File: config.mk
export PLATFORM = sky130hd
export DESIGN_NAME = regfile_wb_arbiter_flat
export DESIGN_NICKNAME = d
export VERILOG_FILES = /design/src/rtl/regfile_wb_arbiter_if.sv /design/src/rtl/regfile_wb_arbiter.sv /design/src/flat_wrapper.sv
export SDC_FILE = /design/constraint.sdc
export NUM_CORES = 1
export LEC_CHECK = 0
export CAP_MARGIN = 20
export CORE_ASPECT_RATIO = 0.5
export CORE_MARGIN = 5
export CORE_UTILIZATION = 38
export CTS_CLUSTER_SIZE = 14
export DETAILED_ROUTE_END_ITERATION = 8
export PLACE_DENSITY = 0.65
export SETUP_SLACK_MARGIN = 0.15
export SYNTH_ARGS = -nofsm -noshare
export SYNTH_HDL_FRONTEND = slang
export SYNTH_SLANG_ARGS = --single-unit
File: constraint.sdc
create_clock -name clk -period 4.6 [get_ports clk]
set_input_delay 0.46 -clock clk [delete_from_list [all_inputs] [get_ports clk]]
set_output_delay 0.46 -clock clk [all_outputs]
set_load 0.02 [all_outputs]
File: src/rtl/regfile_wb_arbiter_if.sv
// Bundles the writeback/MDU/decode signals that meet at the register-file write port.
// The arbiter sits on the slave side; the pipeline, MDU and decode drive the master side.
interface regfile_wb_arbiter_if #(
    parameter int DATA_WIDTH    = 32,
    parameter int ADDRESS_WIDTH = 5
);
    logic                     pipe_valid;
    logic [ADDRESS_WIDTH-1:0] pipe_addr;
    logic [DATA_WIDTH-1:0]    pipe_data;
    logic                     mdu_valid;
    logic                     mdu_ready;
    logic [ADDRESS_WIDTH-1:0] mdu_addr;
    logic [DATA_WIDTH-1:0]    mdu_data;
    logic                     issue_valid;
    logic [ADDRESS_WIDTH-1:0] issue_addr;
    logic [ADDRESS_WIDTH-1:0] read_addr1;
    logic [ADDRESS_WIDTH-1:0] read_addr2;
    logic                     hazard1;
    logic                     hazard2;
    logic                     pipe_hold;
    logic                     write_en;
    logic [ADDRESS_WIDTH-1:0] write_addr;
    logic [DATA_WIDTH-1:0]    write_data;

    modport slave (
        input  pipe_valid, pipe_addr, pipe_data,
        input  mdu_valid, mdu_addr, mdu_data,
        input  issue_valid, issue_addr, read_addr1, read_addr2,
        output mdu_ready, hazard1, hazard2, pipe_hold,
        output write_en, write_addr, write_data
    );

    modport master (
        output pipe_valid, pipe_addr, pipe_data,
        output mdu_valid, mdu_addr, mdu_data,
        output issue_valid, issue_addr, read_addr1, read_addr2,
        input  mdu_ready, hazard1, hazard2, pipe_hold,
        input  write_en, write_addr, write_data
    );
endinterface

File: src/rtl/regfile_wb_arbiter.sv
// Arbitrates the register-file write port between pipeline writeback and the MDU,
// with a one-entry MDU overflow buffer, starvation hold and a busy scoreboard.
module regfile_wb_arbiter #(
    parameter int DATA_WIDTH    = 32,
    parameter int ADDRESS_WIDTH = 5,
    parameter int STARVE_LIMIT  = 4
) (
    input  logic                  clk,
    input  logic                  rst,
    regfile_wb_arbiter_if.slave   bus
);
    localparam int NUM_REGS = 2 ** ADDRESS_WIDTH;
    localparam int CNT_W    = $clog2(STARVE_LIMIT + 2);
    localparam logic [CNT_W-1:0] C_LIMIT = CNT_W'(STARVE_LIMIT);
    localparam logic [CNT_W-1:0] C_SAT   = CNT_W'(STARVE_LIMIT + 1);

    logic                     r_buf_valid;
    logic [ADDRESS_WIDTH-1:0] r_buf_addr;
    logic [DATA_WIDTH-1:0]    r_buf_data;
    logic [CNT_W-1:0]         r_starve_cnt;
    logic                     r_pipe_hold;
    logic [NUM_REGS-1:0]      r_busy;
    logic                     r_write_en;
    logic [ADDRESS_WIDTH-1:0] r_write_addr;
    logic [DATA_WIDTH-1:0]    r_write_data;

    logic                     w_mdu_ready;
    logic                     w_pipe_win;
    logic                     w_mdu_take;
    logic                     w_buf_drain;
    logic                     w_mdu_park;
    logic                     w_own_valid;
    logic                     w_mdu_retire;
    logic [ADDRESS_WIDTH-1:0] w_own_addr;
    logic [DATA_WIDTH-1:0]    w_own_data;
    logic [CNT_W-1:0]         w_starve_next;
    logic [NUM_REGS-1:0]      w_busy_next;

    assign w_mdu_ready = ~r_buf_valid;
    assign w_pipe_win  = bus.pipe_valid && (bus.pipe_addr != '0);
    // x0 results are swallowed here: accepted, but never park or reach the port
    assign w_mdu_take  = bus.mdu_valid && w_mdu_ready && (bus.mdu_addr != '0);
    assign w_buf_drain = r_buf_valid && !w_pipe_win;
    assign w_mdu_park  = w_mdu_take && w_pipe_win;

    always_comb begin
        w_own_valid  = 1'b0;
        w_mdu_retire = 1'b0;
        w_own_addr   = r_write_addr;
        w_own_data   = r_write_data;
        if (w_pipe_win) begin
            w_own_valid = 1'b1;
            w_own_addr  = bus.pipe_addr;
            w_own_data  = bus.pipe_data;
        end else if (r_buf_valid) begin
            w_own_valid  = 1'b1;
            w_mdu_retire = 1'b1;
            w_own_addr   = r_buf_addr;
            w_own_data   = r_buf_data;
        end else if (w_mdu_take) begin
            w_own_valid  = 1'b1;
            w_mdu_retire = 1'b1;
            w_own_addr   = bus.mdu_addr;
            w_own_data   = bus.mdu_data;
        end
    end

    // Saturates one past the limit so a misbehaving pipeline cannot re-trigger the hold
    always_comb begin
        w_starve_next = r_starve_cnt;
        if (!r_buf_valid || w_buf_drain)
            w_starve_next = '0;
        else if (r_starve_cnt != C_SAT)
            w_starve_next = r_starve_cnt + 1'b1;
    end

    // Clear first, then set, so a same-edge issue to the retiring register keeps it busy
    always_comb begin
        w_busy_next = r_busy;
        if (w_mdu_retire)
            w_busy_next[w_own_addr] = 1'b0;
        if (bus.issue_valid && (bus.issue_addr != '0))
            w_busy_next[bus.issue_addr] = 1'b1;
    end

    always_ff @(posedge clk or posedge rst) begin
        if (rst) begin
            r_buf_valid  <= 1'b0;
            r_buf_addr   <= '0;
            r_buf_data   <= '0;
            r_starve_cnt <= '0;
            r_pipe_hold  <= 1'b0;
            r_busy       <= '0;
            r_write_en   <= 1'b0;
            r_write_addr <= '0;
            r_write_data <= '0;
        end else begin
            r_write_en   <= w_own_valid;
            r_write_addr <= w_own_addr;
            r_write_data <= w_own_data;
            if (w_mdu_park) begin
                r_buf_valid <= 1'b1;
                r_buf_addr  <= bus.mdu_addr;
                r_buf_data  <= bus.mdu_data;
            end else if (w_buf_drain) begin
                r_buf_valid <= 1'b0;
            end
            r_starve_cnt <= w_starve_next;
            r_pipe_hold  <= (w_starve_next == C_LIMIT);
            r_busy       <= w_busy_next;
        end
    end

    assign bus.mdu_ready  = w_mdu_ready;
    assign bus.hazard1    = r_busy[bus.read_addr1];
    assign bus.hazard2    = r_busy[bus.read_addr2];
    assign bus.pipe_hold  = r_pipe_hold;
    assign bus.write_en   = r_write_en;
    assign bus.write_addr = r_write_addr;
    assign bus.write_data = r_write_data;

    a_no_pipe_during_hold: assert property (
        @(posedge clk) disable iff (rst) !(bus.pipe_valid && r_pipe_hold));
endmodule

File: src/flat_wrapper.sv
// flat-port wrapper written by rule: the top's interface ports become plain ports
module regfile_wb_arbiter_flat 
#(
    parameter int DATA_WIDTH    = 32,
    parameter int ADDRESS_WIDTH = 5,
    parameter int STARVE_LIMIT  = 4
)
  (clk, rst, bus_pipe_valid, bus_pipe_addr, bus_pipe_data, bus_mdu_valid, bus_mdu_addr, bus_mdu_data, bus_issue_valid, bus_issue_addr, bus_read_addr1, bus_read_addr2, bus_mdu_ready, bus_hazard1, bus_hazard2, bus_pipe_hold, bus_write_en, bus_write_addr, bus_write_data);
  regfile_wb_arbiter_if #(.DATA_WIDTH(DATA_WIDTH), .ADDRESS_WIDTH(ADDRESS_WIDTH)) bus_i ();
  input  logic clk;
  input  logic rst;
  input wire logic [$bits(bus_i.pipe_valid)-1:0] bus_pipe_valid;
  input wire logic [$bits(bus_i.pipe_addr)-1:0] bus_pipe_addr;
  input wire logic [$bits(bus_i.pipe_data)-1:0] bus_pipe_data;
  input wire logic [$bits(bus_i.mdu_valid)-1:0] bus_mdu_valid;
  input wire logic [$bits(bus_i.mdu_addr)-1:0] bus_mdu_addr;
  input wire logic [$bits(bus_i.mdu_data)-1:0] bus_mdu_data;
  input wire logic [$bits(bus_i.issue_valid)-1:0] bus_issue_valid;
  input wire logic [$bits(bus_i.issue_addr)-1:0] bus_issue_addr;
  input wire logic [$bits(bus_i.read_addr1)-1:0] bus_read_addr1;
  input wire logic [$bits(bus_i.read_addr2)-1:0] bus_read_addr2;
  output wire logic [$bits(bus_i.mdu_ready)-1:0] bus_mdu_ready;
  output wire logic [$bits(bus_i.hazard1)-1:0] bus_hazard1;
  output wire logic [$bits(bus_i.hazard2)-1:0] bus_hazard2;
  output wire logic [$bits(bus_i.pipe_hold)-1:0] bus_pipe_hold;
  output wire logic [$bits(bus_i.write_en)-1:0] bus_write_en;
  output wire logic [$bits(bus_i.write_addr)-1:0] bus_write_addr;
  output wire logic [$bits(bus_i.write_data)-1:0] bus_write_data;
  assign bus_i.pipe_valid = bus_pipe_valid;
  assign bus_i.pipe_addr = bus_pipe_addr;
  assign bus_i.pipe_data = bus_pipe_data;
  assign bus_i.mdu_valid = bus_mdu_valid;
  assign bus_i.mdu_addr = bus_mdu_addr;
  assign bus_i.mdu_data = bus_mdu_data;
  assign bus_i.issue_valid = bus_issue_valid;
  assign bus_i.issue_addr = bus_issue_addr;
  assign bus_i.read_addr1 = bus_read_addr1;
  assign bus_i.read_addr2 = bus_read_addr2;
  assign bus_mdu_ready = bus_i.mdu_ready;
  assign bus_hazard1 = bus_i.hazard1;
  assign bus_hazard2 = bus_i.hazard2;
  assign bus_pipe_hold = bus_i.pipe_hold;
  assign bus_write_en = bus_i.write_en;
  assign bus_write_addr = bus_i.write_addr;
  assign bus_write_data = bus_i.write_data;
  regfile_wb_arbiter #(.DATA_WIDTH(DATA_WIDTH), .ADDRESS_WIDTH(ADDRESS_WIDTH), .STARVE_LIMIT(STARVE_LIMIT)) u_core (.clk(clk), .rst(rst), .bus(bus_i));
endmodule
==> flow_summary.yaml <==
floorplanning:
  die_area_mm2: 0.0185
  core_mm2: 0.0154
  start_util_pct: 38.7
  die_h_um: 98.6
  die_w_um: 187
  rows: 32
  ios: 136
global_route:
  grt.total_usage_pct: 16.5
  busiest_layer: "met2"
  grt_antenna_before_repair: 0
  first_global_vias: 4451
  use_met2_pct: 27.6
  grt.met3_usage_pct: 4.39
  grt_util_met1_pct: 21.6
  grt_pass1_wl_um: 24600
  grt_overflow: 0
  grt_max_degree: 43
synthesis:
  ys_seq_area_share_pct: 47.0
  yosys.area_share.xor_xnor_pct: 0.147
  synth_area_mm2: 0.00597
  synthMuxAreaShare_pct: 27.5
  netlist_instances: 495
  synth_top_area_cell: "dfrtp_1"
  synth_top_family_by_area: "multiplexers"
  netlist.area_leader.share_pct: 47.0
  yosysUniqueCellTypes: 54
  synthSimpleGateAreaFrac_pct: 9.52
  async_reset_ff_share_pct: 100
  synth_edf_count: 0
  avgSynthCellArea_um2: 12.1
  yosysWarnings: 0
  yosys.cell_count.top_type: "dfrtp_1"
  synthAdderAreaFrac_pct: 0.419
  ys_top_cells_by_count: "112 x dfrtp_1, 58 x nand2_1, 47 x mux2_2, 33 x mux2i_1, 26 x mux2_1"
  synth-seq-cells: 112
  synth_compound_area_share_pct: 11.5
  synth_top_cells_by_area: "dfrtp_1 47%, mux2_2 8.9%, mux4_2 7.5%, mux2i_1 5.5%, mux2_1 4.9%"
  postSynthNetCount: 591
  synthFlopType: "dfrtp_1"
layout:
  drive_gt1_share_pct: 18.5
  antenna_cells: 0
  layout.nets: 708
  multi_input_area_mm2: 0.00294
  seq_area_mm2: 0.00280
  num-fill-cells: 1373
  syn_to_final_growth_pct: 30.1
  utilization_pct: 50.4
critical_path:
  cp-start-kind: "input pin"
  end_kind: "output port"
  path_max_fanout: 8
  cp.required_ns: 4.14
  worstPathArrival_ns: 3.13
  crit_type: "in -> out"
cts:
  ctsHtreeMaxLevel: 3
  clkSinkCount: 112
  cts_root_buffer: "clkbuf_16"
  holdBufCountCts: 0
  cts.reportedPaths.clkPinSlew_ns: 0.08
  cts_tree: "done"
  ctsLongestPathBuffers: 2
  cts_setup_buffers: 0
  cts_resized: 0
  worstSkewPairLatency_ns: 0.35
  numCtsBuffers: 9
pwr:
  ir_drop_mv: 0.163
  power.density_mw_per_mm2: 382
  power_leakage_nw: 3.17
sta:
  hold_viol: 0
  report.final.setup_viol: 0
  rsz0062_at_grt: "no"
  worst_slew_margin_rel_pct: 29.1
  skew_ns: 0.0100
  fin_setup_tns_ns: 0
  post-route-period-util_pct: 78.0
  fmax_mhz: 279
  tightest_slew_ns: 1.06
  drv_slew: 0
  post-route-min-period_ns: 3.59
outcome:
  outcome: "finished clean"
route:
  drtIter0Drc: 261
  avgViaCountPerCell: 5.44
  finalWirelength_um: 15300
  first_pass_iters: 4
  via_count: 4468
  route.detailed.drc: 0
  final_antenna_net_count: 0
  wire_per_inst_um: 18.7
place:
  gp_congestion: 0.798
  hpwl_um: 10900
  port_buffers: 135
min_path:
  hp-class: "reg -> reg"
run:
  maxCapViolations: 0
## kinds of logic (layout without fill, tap and decap cells)
group,Yosys count,in the layout
AO/OA/AOI/OAI,91,91
XOR/XNOR,1,1
adder cells (fa/ha/maj),2,2
buffers and inverters,45,167
flip-flops,112,112
multiplexers,128,128
AND/OR/NAND/NOR,116,116
## sequential cells by signal, indices dropped and copies added, names as in the netlist, 3 cells and up
signal                 count
u_core.bus.write_addr      5
u_core.bus.write_data     32
u_core.r_buf_addr          5
u_core.r_buf_data         32
u_core.r_busy             32
u_core.r_starve_cnt        3
## stage by stage
step	cells	hold WS (ns)	setup WS [ns]	area (um2)	total power, W
6_report	821	0.485	1.01	7760	0.00297
5_1_grt	821	0.504	0.895	7760	0.00312
4_1_cts	820	0.490	0.982	7740	0.00299
3_5_place_dp	804	0.472	0.991	7440	0.00217
3_3_place_gp	804	0.462	1.02	7440	0.00215
2_1_floorplan	495	0.452	1.18	5970	0.00185
## power by group
| part | internal, W | switching [W] | total [W] |
|---|---|---|---|
| logic | 0.000464 | 0.000350 | 0.000814 |
| registers | 0.00118 | 0.000155 | 0.00134 |
| clock network | 0.000430 | 0.000384 | 0.000815 |
| total | 0.00208 | 0.000889 | 0.00297 |
## layout by cell type (no fill, tap or decap), types with 9 or more instances in the layout
master | synthesis | routed
nand2_1 | 58 | 58
nor2_1 | 11 | 11
dfrtp_1 | 112 | 111
clkbuf_16 | 0 | 9
mux4_2 | 20 | 20
mux2_2 | 47 | 47
o21ai_1 | 24 | 24
clkdlybuf4s50_1 | 0 | 135
o41ai_1 | 12 | 12
nand4_1 | 16 | 16
mux2i_1 | 33 | 33
o21ai_0 | 17 | 17
mux2_1 | 26 | 26
## area by class of cell
class	count	area share (%)
Clock buffer	9	2.90
Clock inverter	7	0.999
Inverter	9	0.564
Multi-Input combinational cell	338	37.9
Sequential cell	112	36.1
Tap cell	204	3.29
Timing Repair Buffer	142	18.2
## critical path, cell delays in order
cell and delay [ns]:
clkdlybuf4s50_1 0.81, mux4_2 0.57, mux4_2 0.48, mux2_2 0.27
clkdlybuf4s50_1 0.53
## final timing paths
kind | endpoint | slack, ns | from | depth (start not counted)
min in group asynchronous | u_core.r_buf_data[22]$_DFFE_PP0P_ | 0.50 | rst | 2
setup / recovery | bus_hazard1 | 1.01 | bus_read_addr1[0] | 5
max in group asynchronous | u_core.r_buf_valid$_DFFE_PP0P_ | 3.19 | rst | 3
hold reg to reg | u_core.r_buf_data[17]$_DFFE_PP0P_ | 0.49 | u_core.r_buf_data[17]$_DFFE_PP0P_ | 1
hold / removal | u_core.r_buf_data[17]$_DFFE_PP0P_ | 0.49 | u_core.r_buf_data[17]$_DFFE_PP0P_ | 1
setup reg to reg | u_core.r_busy[22]$_DFF_PP0_ | 2.18 | u_core.r_buf_valid$_DFFE_PP0P_ | 5
## per-layer routing
layer  vias up  part of all wire [%]  wire length, um
li1       2098                     -                -
met1      2193                    44             6720
met2       158                    49             7540
met3        19                   5.7              877
met4         0                   1.3              200
met5         -                     0                0
Note: power is estimated with default switching activity, not from simulation.
